## src/rtl/multibyte_add_sequencer.sv

```systemverilog
// Widens an external 8-bit ripple-carry adder to 8*NBYTES-bit add/subtract,
// one byte per clock LSB first, with C/Z/N/V flags for the status register.
module multibyte_add_sequencer #(
  parameter int NBYTES = 4,
  localparam int W = 8 * NBYTES
) (
  input  logic         clk,
  input  logic         rst,
  input  logic         in_valid,
  output logic         in_ready,
  input  logic [1:0]   in_op,
  input  logic         in_cin,
  input  logic [W-1:0] in_a,
  input  logic [W-1:0] in_b,
  output logic [7:0]   add_x,
  output logic [7:0]   add_y,
  output logic         add_cin,
  input  logic [7:0]   add_z,
  input  logic         add_cout,
  output logic         out_valid,
  input  logic         out_ready,
  output logic [W-1:0] out_result,
  output logic         out_c,
  output logic         out_z,
  output logic         out_n,
  output logic         out_v
);

  localparam int IW = (NBYTES > 1) ? $clog2(NBYTES) : 1;

  typedef enum logic [1:0] {IDLE, RUN, DONE} state_t;

  state_t                 state_q, state_d;
  logic [NBYTES-1:0][7:0] a_q, a_d, b_q, b_d, res_q, res_d;
  logic [IW-1:0]          idx_q, idx_d;
  logic                   carry_q, carry_d;
  logic                   zacc_q, zacc_d;
  logic                   c_q, c_d, z_q, z_d, n_q, n_d, v_q, v_d;
  logic                   last;

  assign last = (idx_q == IW'(NBYTES - 1));

  always_comb begin
    state_d = state_q;
    a_d     = a_q;
    b_d     = b_q;
    res_d   = res_q;
    idx_d   = idx_q;
    carry_d = carry_q;
    zacc_d  = zacc_q;
    c_d     = c_q;
    z_d     = z_q;
    n_d     = n_q;
    v_d     = v_q;
    case (state_q)
      IDLE: begin
        if (in_valid) begin
          a_d = in_a;
          // Subtraction is A + ~B + carry; B is inverted once at latch time.
          b_d     = in_op[1] ? ~in_b : in_b;
          carry_d = in_op[0] ? in_cin : in_op[1];
          idx_d   = '0;
          zacc_d  = 1'b1;
          state_d = RUN;
        end
      end
      RUN: begin
        res_d[idx_q] = add_z;
        carry_d      = add_cout;
        zacc_d       = zacc_q & (add_z == 8'h00);
        idx_d        = idx_q + IW'(1);
        if (last) begin
          state_d = DONE;
          c_d     = add_cout;
          z_d     = zacc_q & (add_z == 8'h00);
          n_d     = add_z[7];
          v_d     = (a_q[NBYTES-1][7] == b_q[NBYTES-1][7]) & (add_z[7] != a_q[NBYTES-1][7]);
        end
      end
      DONE: begin
        if (out_ready) state_d = IDLE;
      end
      default: state_d = IDLE;
    endcase
  end

  always_ff @(posedge clk or posedge rst) begin
    if (rst) begin
      state_q <= IDLE;
      a_q     <= '0;
      b_q     <= '0;
      res_q   <= '0;
      idx_q   <= '0;
      carry_q <= 1'b0;
      zacc_q  <= 1'b0;
      c_q     <= 1'b0;
      z_q     <= 1'b0;
      n_q     <= 1'b0;
      v_q     <= 1'b0;
    end else begin
      state_q <= state_d;
      a_q     <= a_d;
      b_q     <= b_d;
      res_q   <= res_d;
      idx_q   <= idx_d;
      carry_q <= carry_d;
      zacc_q  <= zacc_d;
      c_q     <= c_d;
      z_q     <= z_d;
      n_q     <= n_d;
      v_q     <= v_d;
    end
  end

  always_comb begin
    add_x   = 8'h00;
    add_y   = 8'h00;
    add_cin = 1'b0;
    if (state_q == RUN) begin
      add_x   = a_q[idx_q];
      add_y   = b_q[idx_q];
      add_cin = carry_q;
    end
  end

  assign in_ready   = (state_q == IDLE) && !rst;
  assign out_valid  = (state_q == DONE);
  assign out_result = res_q;
  assign out_c      = c_q;
  assign out_z      = z_q;
  assign out_n      = n_q;
  assign out_v      = v_q;

endmodule
```

## config.mk

```make
export PLATFORM = sky130hd
export DESIGN_NAME = multibyte_add_sequencer
export DESIGN_NICKNAME = d
export VERILOG_FILES = /design/src/rtl/multibyte_add_sequencer.sv
export SDC_FILE = /design/constraint.sdc
export NUM_CORES = 1
export LEC_CHECK = 0
export ABC_AREA = 0
export BUFFER_PORTS_ARGS = -buffer_cell sky130_fd_sc_hd__buf_2
export CELL_PAD_IN_SITES_DETAIL_PLACEMENT = 1
export CELL_PAD_IN_SITES_GLOBAL_PLACEMENT = 1
export CORE_MARGIN = 3
export CORE_UTILIZATION = 35
export DETAILED_ROUTE_END_ITERATION = 16
export GPL_ROUTABILITY_DRIVEN = 0
export HOLD_SLACK_MARGIN = 0.03
export PLACE_DENSITY = 0.77
export SKIP_CTS_REPAIR_TIMING = 1
export SYNTH_ARGS = -nofsm -noshare
export SYNTH_HDL_FRONTEND = slang
export SYNTH_SLANG_ARGS = --single-unit
```

## constraint.sdc

```tcl
create_clock -name clk -period 3.05 [get_ports clk]
set_input_delay 0.1525 -clock clk [delete_from_list [all_inputs] [get_ports clk]]
set_output_delay 0.1525 -clock clk [all_outputs]
set_load 0.1 [all_outputs]
```

## After elaboration in Yosys (flattened, before gate mapping)

Cells that the tools add are included.

- Add/sub/neg operators: 1
- Magnitude comparators: 2
- Equal/unequal tests: 8
- Multiplexer cells: 22
- Bitwise gates (word level): 3
- Reduce and logical (&&, ||, !) cells: 10

Operators with widths:

| operator | count |
|---|---|
| 2-to-1 mux 8 bit | 5 |
| binary-select mux 8 bit (select 2 bit) | 2 |
| bitwise mux 32 bit | 1 |
| 2-to-1 mux 32 bit | 1 |
| inverter 32 bit | 1 |
| demux 8 bit (select 2 bit) | 1 |
| zero test 8 bit | 1 |
| 2-to-1 mux 2 bit | 4 |
| case mux 2 bit (3 select lines) | 1 |
| AND reduction 2 bit | 3 |
| == test 2 bit, second input constant | 2 |
| 2-to-1 mux 1 bit | 4 |
| != test 2 bit, second input constant | 2 |
| case mux 1 bit (2 select lines) | 2 |
| case mux 2 bit (2 select lines) | 1 |
| less-than comparator 2 x 3 -> 1 bit, second input constant | 1 |
| AND reduction 3 bit | 1 |
| adder 2 x 1 -> 2 bit, second input constant | 1 |
| bitwise AND 1 bit | 2 |
| == test 2 x 1 -> 1 bit, second input constant | 1 |
| >= comparator 2 x 1 -> 1 bit, second input constant | 1 |
| logical AND 1 bit | 2 |
| zero test 2 bit | 1 |
| != test 2 x 1 -> 1 bit, second input constant | 1 |
| other kinds (4) | 4 |

- Register bits after elaboration: 106
- Input bits: 80
- Output and inout bits: 55
- Logic and storage cells: 66

## Depth between registers and ports, before layout

Gate-level depths: netlist of run 1.

- Depth after elaboration: 5
- Gate-level depth with buffers: 7
- Mapped depth without buffers: 4

## Least setup slack after synthesis of run 1

No wires, ideal clock.

- Kind: flip-flop to output port
- Start point: reg state_q[0]
- End point: out in_ready
- Data arrival time: 2551 ps
- Required time: 2897 ps
- Setup slack: 346 ps
- Cell stages (with the launch flop): 3
- Buffers on the path: 1
- Cells stage by stage: dfrtp_1 > buf_6 > nor3_1

- Cells in the longest elaborated chain, start to end: 2

Ends and longest elaborated chain:

| what | RTL line | text |
|---|---|---|
| start: declaration | 33 | `state_t state_q, state_d;` |
| start signal: assignment | 101 | `state_q <= state_d;` |
| zero test 2 bit | 126 | `assign in_ready = (state_q == IDLE) && !rst;` |
| logical AND 1 bit | 126 |  |
| end: declaration | 10 | `output logic in_ready,` |

Every way passes these cells.

## Final worst setup path of run 1

- Start point: reg state_q[0]
- End point: out add_cin

- Cells in the longest elaborated chain, start to end: 2

Ends and longest elaborated chain:

| what | RTL line | text |
|---|---|---|
| == test 2 x 1 -> 1 bit | 119 | `if (state_q == RUN) begin` |
| 2-to-1 mux 1 bit | 119 |  |
| end: declaration | 17 | `output logic add_cin,` |

Every way passes these cells.

==> results of run 1 <==
==> cells in the final DEF (no fill, tap or decap), drive strengths merged <==
master,synthesis,final
nand2b,2,2
o31ai,1,1
mux2,33,33
ha,4,4
and2,17,17
clkbuf,6,10
nand3,2,2
o21ai,37,37
nor2,2,2
or3b,1,1
dlygate4sd3,0,27
o211ai,1,1
xnor2,32,32
bufinv,0,1
nor4,1,1
inv,5,8
nand2,136,136
nor3b,1,1
mux4,16,16
nand3b,1,1
mux2i,2,2
dfrtp,105,105
nor3,2,2
and3b,1,1
nor2b,1,1
clkinv,0,2
nand4b,1,1
a21oi,1,1
buf,22,138
==> flip-flops by register name (all words and copies together), names as in the netlist <==
register / flops
a_q: 32
b_q: 32
out_result: 32
idx_q: 2
state_q: 2
carry_q: 1
out_c: 1
out_v: 1
out_z: 1
zacc_q: 1
==> per-layer routing <==
metal / GRT usage [%] / vias to the layer above
li1: - / 1723
met2: 28.03 / 86
met4: 5.813 / 0
met1: 20.74 / 1800
met5: 0 / -
met3: 2.745 / 14
==> path summary, 6_finish.rpt <==
check	slack (ps)	start	end	depth (start not counted)
worst min register to register	480	a_q[13]$_DFFE_PP0P_	a_q[13]$_DFFE_PP0P_	2
worst min-delay path	20	in_a[0]	a_q[0]$_DFFE_PP0P_	3
worst max register to register	860	state_q[0]$_DFFE_PP0P_	out_result[6]$_DFFE_PP0P_	3
min in group asynchronous	100	rst	state_q[1]$_DFFE_PP0P_	2
max in group asynchronous	2110	rst	a_q[21]$_DFFE_PP0P_	3
worst max-delay path	500	state_q[0]$_DFFE_PP0P_	add_cin	3
==> metrics by stage <==
step           hold slack, ps  std cells  utilization (%)  setup WS [ps]  area, µm²
2_1_floorplan           257.9        433                -          137.0       4830
3_3_place_gp            347.1        719            41.99          905.9       5604
3_5_place_dp            348.5        719            41.99          792.4       5604
4_1_cts                -20.08        735            44.33          421.1       5917
5_1_grt                 32.63        762            46.35          285.7       6187
6_report                24.09        762            46.35          500.0       6187
==> cells by family after synthesis <==
group	Yosys count	synth area share [%]
buffers and inverters	33	3.964
and+or+nand+nor	168	14.97
muxes	51	15.57
DFF	105	54.40
xor gates and xnor gates	32	5.803
adders and majority gates	4	1.036
AOI/OAI and AO/OA	40	4.249
==> cell type report <==
cell class	instances	share of cell area (%)
multi-input cells	295	32.68
well taps	176	3.559
clock inverters	6	1.193
inverters	5	0.3438
clock buffers	10	3.862
repair buffers	165	15.89
flip-flops and latches	105	42.47
==> worst max-delay path, stage by stage, from the launching register on <==
cell	delay [ps]
sky130_fd_sc_hd__dfrtp_1	520
sky130_fd_sc_hd__nor2b_2	840
sky130_fd_sc_hd__and2_1	240
sky130_fd_sc_hd__buf_2	440
==> results.md, run 1 <==
- CP startpoint kind: flip-flop
- CP Max Fanout: 23
- # IOs: 135
- Total congestion overflow: 0
- Initial cell density of the core: 36.18%
- Sequential cell area fraction in the yosys report: 54.40%
- Cell accounting for the most synthesized area: sky130_fd_sc_hd__dfrtp_1
- Top metal layer carrying routed signals: met4
- Clock period minus worst slack: 2550 ps
- Maximum Capacitance Violations: 0
- Worst-path clk slew: 70 ps
- Placeable core region: 0.01335 mm²
- Final Routed Wirelength: 12390 µm
- Category of the critical setup timing path: flip-flop to output pin
- Share of the clock period used by the worst path: 83.61%
- Number of buffers between clock root and the deepest sink: 2
- Total area of multi-input combinational cells: 0.002022 mm²
- Worst clock skew: 7.617 ps
- Clock tree sinks: 105
- Met3 wire length: 438 µm
- Crit end category: output pin
- Share of Yosys cell area claimed by the top area cell type: 54.40%
- F_max: 392.2 MHz
- DP Wirelength: 8772 µm
- Count of input and output buffers: 134
- Most used standard cells in the synthesized netlist: sky130_fd_sc_hd__nand2_1, sky130_fd_sc_hd__dfrtp_1, sky130_fd_sc_hd__mux2_2, sky130_fd_sc_hd__xnor2_1, sky130_fd_sc_hd__o21ai_0
- Vias in the first global route: 3721
- Wire length of the first global-routing pass: 19010 µm
- Synth top area cells: sky130_fd_sc_hd__dfrtp_1, sky130_fd_sc_hd__nand2_1, sky130_fd_sc_hd__mux2_2, sky130_fd_sc_hd__mux4_2, sky130_fd_sc_hd__xnor2_1
- Total clock buffers created by CTS: 9
- Yosys warning total: 0
- Largest net degree at the start of global routing: 100
- Per-instance average area after synthesis: 11.15 µm²
- WL met2: 6284 µm
- Share of final-layout standard cells stronger than drive strength 1: 35.84%
- Syn-to-layout area delta: 28.11%
- Max-slew violation total from the final report: 0
- Count of cell types in the netlist: 30
- Average wire per cell in the routed design: 16.26 µm
- Count of TritonRoute iterations in the first routing pass: 4
- Arrival time worst endpoint: 2400 ps
- Via total after detailed routing: 3623
- Per-cell via count in the routed design: 4.755
- Relative max-transition margin: 26.90%
- Setup TNS after final layout: 0 ps
- FFs w/ async S/R, synth: 100.0%
- Post-route DRC violation count: 0
- Dominant synthesized flop cell: sky130_fd_sc_hd__dfrtp_1
- Final Hold Violating Endpoints: 0
- Worst-margin pin slew: 1097 ps
- Gate count after technology mapping: 433
- Area enclosed by the die boundary: 0.01524 mm²
- Placement row count: 42
- Run status: finished, final reports clean
- Global Route Usage Sum: 16.30%
- CTS H-tree depth: 3
- Count of state elements after synthesis: 105
- Library cell used as clock root buffer: sky130_fd_sc_hd__clkbuf_16
- Number of fill cells: 1517
- FF+latch area: 0.002628 mm²
- Synthesized cell area: 0.004830 mm²
- Most instantiated library cell after synthesis: sky130_fd_sc_hd__nand2_1
- TritonCTS clock tree: yes
- Required @ worst endpoint: 2900 ps
- Total of endpoints with negative setup slack in the final report: 0
- Setup repair after global routing missed its margin: no
- Count of flip-flops with a built-in enable after synthesis: 0
- Sum of routed wire segments on met1: 5476 µm
- 1st-iter DRT viols: 139
- Nets: 665
- Width of the die: 123.5 µm
- Antenna Violating Nets Remaining: 0
- Antenna diode count: 0
- Hold Path Class: primary input to flip-flop
- Antenna violations before repair: 0
- Clock latency of the later-clocked register in the worst-skew pair: 350 ps
- Chip Height: 123.5 µm
- Syn nets: 517
Power of run 1 is not shown: default switching activity piles up to over one toggle a cycle in this logic, so the estimate is an artifact.
==> run 2: changes to the inputs <==
clock period = 2.1 ns   (was 3.05 ns; I/O delays follow)
==> run 2 against run 1 <==
  * Design area rose by 3.3%
  * Register-to-register slack got worse by 450 ps
  * Clock skew barely moved
  * Sequential share of layout area fell by 1.3 points
  * Clock-buffer cell count rose by 2
  * Via count rose by 1.4%
  * Critical endpoint is now add_x[6]
  * Setup slack got worse by 410 ps
  * Utilization rose by 1.5 points
  * Highest routed layer unchanged
  * Non-clock buffer count rose by 16
  * Hold slack improved by 18 ps
==> results.md, run 2 (synthesized netlist as in run 1, its figures left out) <==
- 1st-iter DRT viols: 138
- Highest-count cells in the layout ignoring fill and taps: sky130_fd_sc_hd__nand2_1, sky130_fd_sc_hd__buf_2, sky130_fd_sc_hd__dfrtp_1
- Final Routed Wirelength: 12710 µm
- CTS H-tree depth: 3
- Post-route DRC violation count: 0
- Number of fill cells: 1495
- Required @ worst endpoint: 2000 ps
- Area enclosed by the die boundary: 0.01524 mm²
- Vias in the first global route: 3731
- Initial cell density of the core: 36.18%
- Maximum Capacitance Violations: 0
- Run status: finished, final reports clean
- F_max: 498.7 MHz
- Relative max-transition margin: 57.29%
- Largest net degree at the start of global routing: 45
- FF+latch area: 0.002628 mm²
- Antenna violations before repair: 0
- TritonCTS clock tree: yes
- R2R Path End: b_q[6]$_DFFE_PP0P_
- Via total after detailed routing: 3673
- Total area of multi-input combinational cells: 0.002027 mm²
- End point of the critical path: add_x[6]
- Worst hold slack: 41.61 ps
- Total clock buffers created by CTS: 9
- Library cell used as clock root buffer: sky130_fd_sc_hd__clkbuf_16
- Met2 track utilization from global routing: 28.81%
- Antenna diode count: 0
- GRT met3 Usage: 3.660%
- Total congestion overflow: 0
- Count of TritonRoute iterations in the first routing pass: 4
- Count of cells along the worst register-to-register path: 4
- Wire length of the first global-routing pass: 19110 µm
- Placement row count: 42
- # IOs: 135
- Startpoint of the worst register-to-register path: state_q[0]$_DFFE_PP0P_
- Layer carrying the most global-route usage: met2
- Final Hold Violating Endpoints: 0
- Nets: 681
- Total of endpoints with negative setup slack in the final report: 0
- Chip Height: 123.5 µm
- Worst-margin pin slew: 639.4 ps
- Number of buffers between clock root and the deepest sink: 2
- Count of input and output buffers: 134
- Clock period minus worst slack: 2005 ps
- Most common cell after layout, fill and taps aside: sky130_fd_sc_hd__nand2_1
- Crit end category: output pin
- Post-Route Utilization: 47.87%
- Launch point of the worst path: idx_q[1]$_DFFE_PP0P_
- Worst clock skew: 7.703 ps
- Clock latency of the later-clocked register in the worst-skew pair: 340 ps
- Share of final-layout standard cells stronger than drive strength 1: 36.38%
- Max-slew violation total from the final report: 0
- Hold-critical path depth: 3
- Width of the die: 123.5 µm
- GR Layer Usage met1: 19.57%
- Register-to-register setup slack: 410 ps
- Average wire per cell in the routed design: 16.34 µm
- Category of the critical setup timing path: flip-flop to output pin
- Hold Path Class: primary input to flip-flop
- Global Route Usage Sum: 16.46%
- CP startpoint kind: flip-flop
- Arrival time worst endpoint: 1900 ps
- Placeable core region: 0.01335 mm²
- CP Max Fanout: 11
- Clock tree sinks: 105
- Share of the clock period used by the worst path: 95.49%
- Worst-path clk slew: 70 ps
- Per-cell via count in the routed design: 4.721
- Syn-to-layout area delta: 32.31%
- Antenna Violating Nets Remaining: 0
- DP Wirelength: 9011 µm
- Worst min-delay path startpoint: in_b[26]
-- run 2: through the flow --
step           worst slack [ps]  std cells  cell area (µm²)  TNS [ps]
3_3_place_gp              430.3        728             5743         0
4_1_cts                   21.20        744             6026         0
6_report                  94.73        778             6390         0
2_1_floorplan             188.6        433             4838         0
5_1_grt                  -5.054        778             6390    -5.054
3_5_place_dp              380.6        728             5743         0
-- run 2: worst min-delay path by stage --
stage / to
detailed placement: a_q[3]$_DFFE_PP0P_
floorplan: a_q[0]$_DFFE_PP0P_
finish: b_q[26]$_DFFE_PP0P_
global placement: state_q[1]$_DFFE_PP0P_
CTS: a_q[19]$_DFFE_PP0P_
global route: b_q[25]$_DFFE_PP0P_
-- run 2: worst max-delay path, cell delays in order (launching register included) --
cell and delay, ps:
sky130_fd_sc_hd__dfrtp_1 360, sky130_fd_sc_hd__buf_6 200, sky130_fd_sc_hd__mux4_2 510, sky130_fd_sc_hd__and2_1 190
sky130_fd_sc_hd__buf_2 290
-- run 2: metal layers --
| metal | up-vias | part of all wire [%] | wire [µm] |
|---|---|---|---|
| met4 | 0 | 1.4 | 183 |
| li1 | 1753 | - | - |
| met1 | 1820 | 41 | 5244 |
| met3 | 9 | 4.7 | 598 |
| met5 | - | 0 | 0 |
| met2 | 91 | 53 | 6685 |
-- run 2: final cells by class --
cell class | instances | area share [%]
sequential | 105 | 41.12
multi-input combinational | 295 | 31.72
timing repair buffer | 181 | 18.93
clock buffer | 12 | 4.014
tap | 176 | 3.446
clock inverter | 4 | 0.4112
inverter | 5 | 0.3525
Power of run 2 is left out for the same reason.
==> run 3: changes to the inputs <==
CORE_UTILIZATION = 36   (was 35)
PLACE_DENSITY = 0.78   (was 0.77)
==> run 3 against run 2 <==
  * Design area rose by 1.1%
  * First-iteration DRC count is 12% higher
  * Flip-flop and latch count did not move
  * Fmax shrank 1.3%
  * Largest cell class unchanged
  * Non-clock buffer count fell by 1
  * Critical path depth unchanged
  * Sequential share of layout area is 0.44 points lower
==> results.md, run 3 (synthesized netlist as in run 1, its figures left out) <==
- R2R Path End: carry_q$_DFFE_PP0P_
- Max-slew violation total from the final report: 0
- Worst clock skew: 5.740 ps
- Share of the clock period used by the worst path: 96.77%
- Register-to-register setup slack: 190 ps
- Hold-critical path depth: 3
- Post-route DRC violation count: 0
- Number of buffers between clock root and the deepest sink: 2
- Hold Path Class: primary input to flip-flop
- Clock tree sinks: 105
- Antenna violations before repair: 0
- Average wire per cell in the routed design: 16.62 µm
- 1st-iter DRT viols: 155
- CP startpoint kind: flip-flop
- Worst-path clk slew: 70 ps
- CP Max Fanout: 19
- Width of the die: 121.8 µm
- F_max: 492.1 MHz
- Run status: finished, final reports clean
- Antenna Violating Nets Remaining: 0
- Antenna diode count: 0
- Count of input and output buffers: 134
- Placement row count: 41
- End point of the most critical hold path: b_q[27]$_DFFE_PP0P_
- Clock period minus worst slack: 2032 ps
- Count of TritonRoute iterations in the first routing pass: 4
- Worst min-delay path startpoint: in_b[27]
- Category of the critical setup timing path: flip-flop to output pin
- Share of final-layout standard cells stronger than drive strength 1: 36.27%
- Per-cell via count in the routed design: 4.713
- Wire length of the first global-routing pass: 19470 µm
- Vias in the first global route: 3766
- Syn-to-layout area delta: 33.73%
- Relative max-transition margin: 30.71%
- Highest-count cells in the layout ignoring fill and taps: sky130_fd_sc_hd__nand2_1, sky130_fd_sc_hd__buf_2, sky130_fd_sc_hd__dfrtp_1
- Final Routed Wirelength: 12850 µm
- Total of endpoints with negative setup slack in the final report: 0
- # IOs: 135
- Count of cells along the worst register-to-register path: 3
- Required @ worst endpoint: 2000 ps
- Library cell used as clock root buffer: sky130_fd_sc_hd__clkbuf_16
- Global Route Usage Sum: 16.99%
- Arrival time worst endpoint: 1930 ps
- Crit end category: output pin
- Post-Route Utilization: 50.16%
- CTS H-tree depth: 3
- Clock latency of the later-clocked register in the worst-skew pair: 340 ps
- Maximum Capacitance Violations: 0
- TritonCTS clock tree: yes
- Nets: 680
- Largest net degree at the start of global routing: 100
- Most common cell after layout, fill and taps aside: sky130_fd_sc_hd__nand2_1
- Via total after detailed routing: 3643
- Final Hold Violating Endpoints: 0
- DP Wirelength: 8923 µm
- Total congestion overflow: 0
- Startpoint of the worst register-to-register path: state_q[1]$_DFFE_PP0P_
- Area enclosed by the die boundary: 0.01484 mm²
- Initial cell density of the core: 37.51%
- Placeable core region: 0.01288 mm²
- Worst-margin pin slew: 1039 ps
- Total clock buffers created by CTS: 9
- Chip Height: 121.8 µm
## run 3: changes by cell type in the layout (fill, tap and decap cells not counted), moves of 2 or more
cell,change
sky130_fd_sc_hd__buf_2,+4
sky130_fd_sc_hd__clkbuf_8,-2
sky130_fd_sc_hd__clkbuf_4,-5
sky130_fd_sc_hd__clkinv_2,-2
sky130_fd_sc_hd__buf_12,-2
sky130_fd_sc_hd__bufinv_16,+5
## run 3: metal layers
layer,vias up,GRT usage [%],share of wire [%]
met5,-,0,0
met4,0,6.092,1.4
met3,9,2.600,4.2
met2,88,30.08,53
met1,1796,21.08,42
li1,1750,-,-
## run 3: worst max-delay path, cell delays in order (launching register included)
cell	delay, ps
sky130_fd_sc_hd__dfrtp_1	540
sky130_fd_sc_hd__nor2b_4	300
sky130_fd_sc_hd__buf_12	180
sky130_fd_sc_hd__and2_1	140
sky130_fd_sc_hd__buf_2	420
## run 3: how the worst max path moves through the flow
| stage | slack (ps) | depth (start not counted) | endpoint | startpoint |
|---|---|---|---|---|
| final | 70 | 4 | add_y[5] | state_q[0]$_DFFE_PP0P_ |
| after global routing | -4 | 3 | carry_q$_DFFE_PP0P_ | state_q[1]$_DFFE_PP0P_ |
| after CTS | -70 | 4 | add_y[1] | state_q[0]$_DFFE_PP0P_ |
| after detailed placement | 200 | 2 | b_q[7]$_DFFE_PP0P_ | state_q[0]$_DFFE_PP0P_ |
| after global placement | 300 | 6 | out_z$_DFFE_PP0P_ | idx_q[0]$_DFFE_PP0P_ |
| after floorplan | 190 | 4 | add_x[0] | idx_q[0]$_DFFE_PP0P_ |
## run 3: metrics by stage
stage	TNS, ps	instances	setup WS (ps)	cell area, µm²	hold slack [ps]
final	0	773	67.83	6459	31.97
after global routing	-4.467	773	-4.467	6459	43.26
after CTS	-378.1	738	-65.38	6090	-86.77
after detailed placement	0	722	200.4	5698	288.9
after global placement	0	722	301.8	5698	269.3
after floorplan	0	433	188.6	4838	210.4
## run 3: cell type report
cell class / count / area, µm²
Clock inverter: 7 / 166.4
Fill cell: 1461 / 6417
Inverter: 5 / 22.52
Timing Repair Buffer: 180 / 1170
Tap cell: 172 / 215.2
Multi-Input combinational cell: 295 / 2032
Sequential cell: 105 / 2628
Clock buffer: 9 / 225.2
Power of run 3 is left out for the same reason.
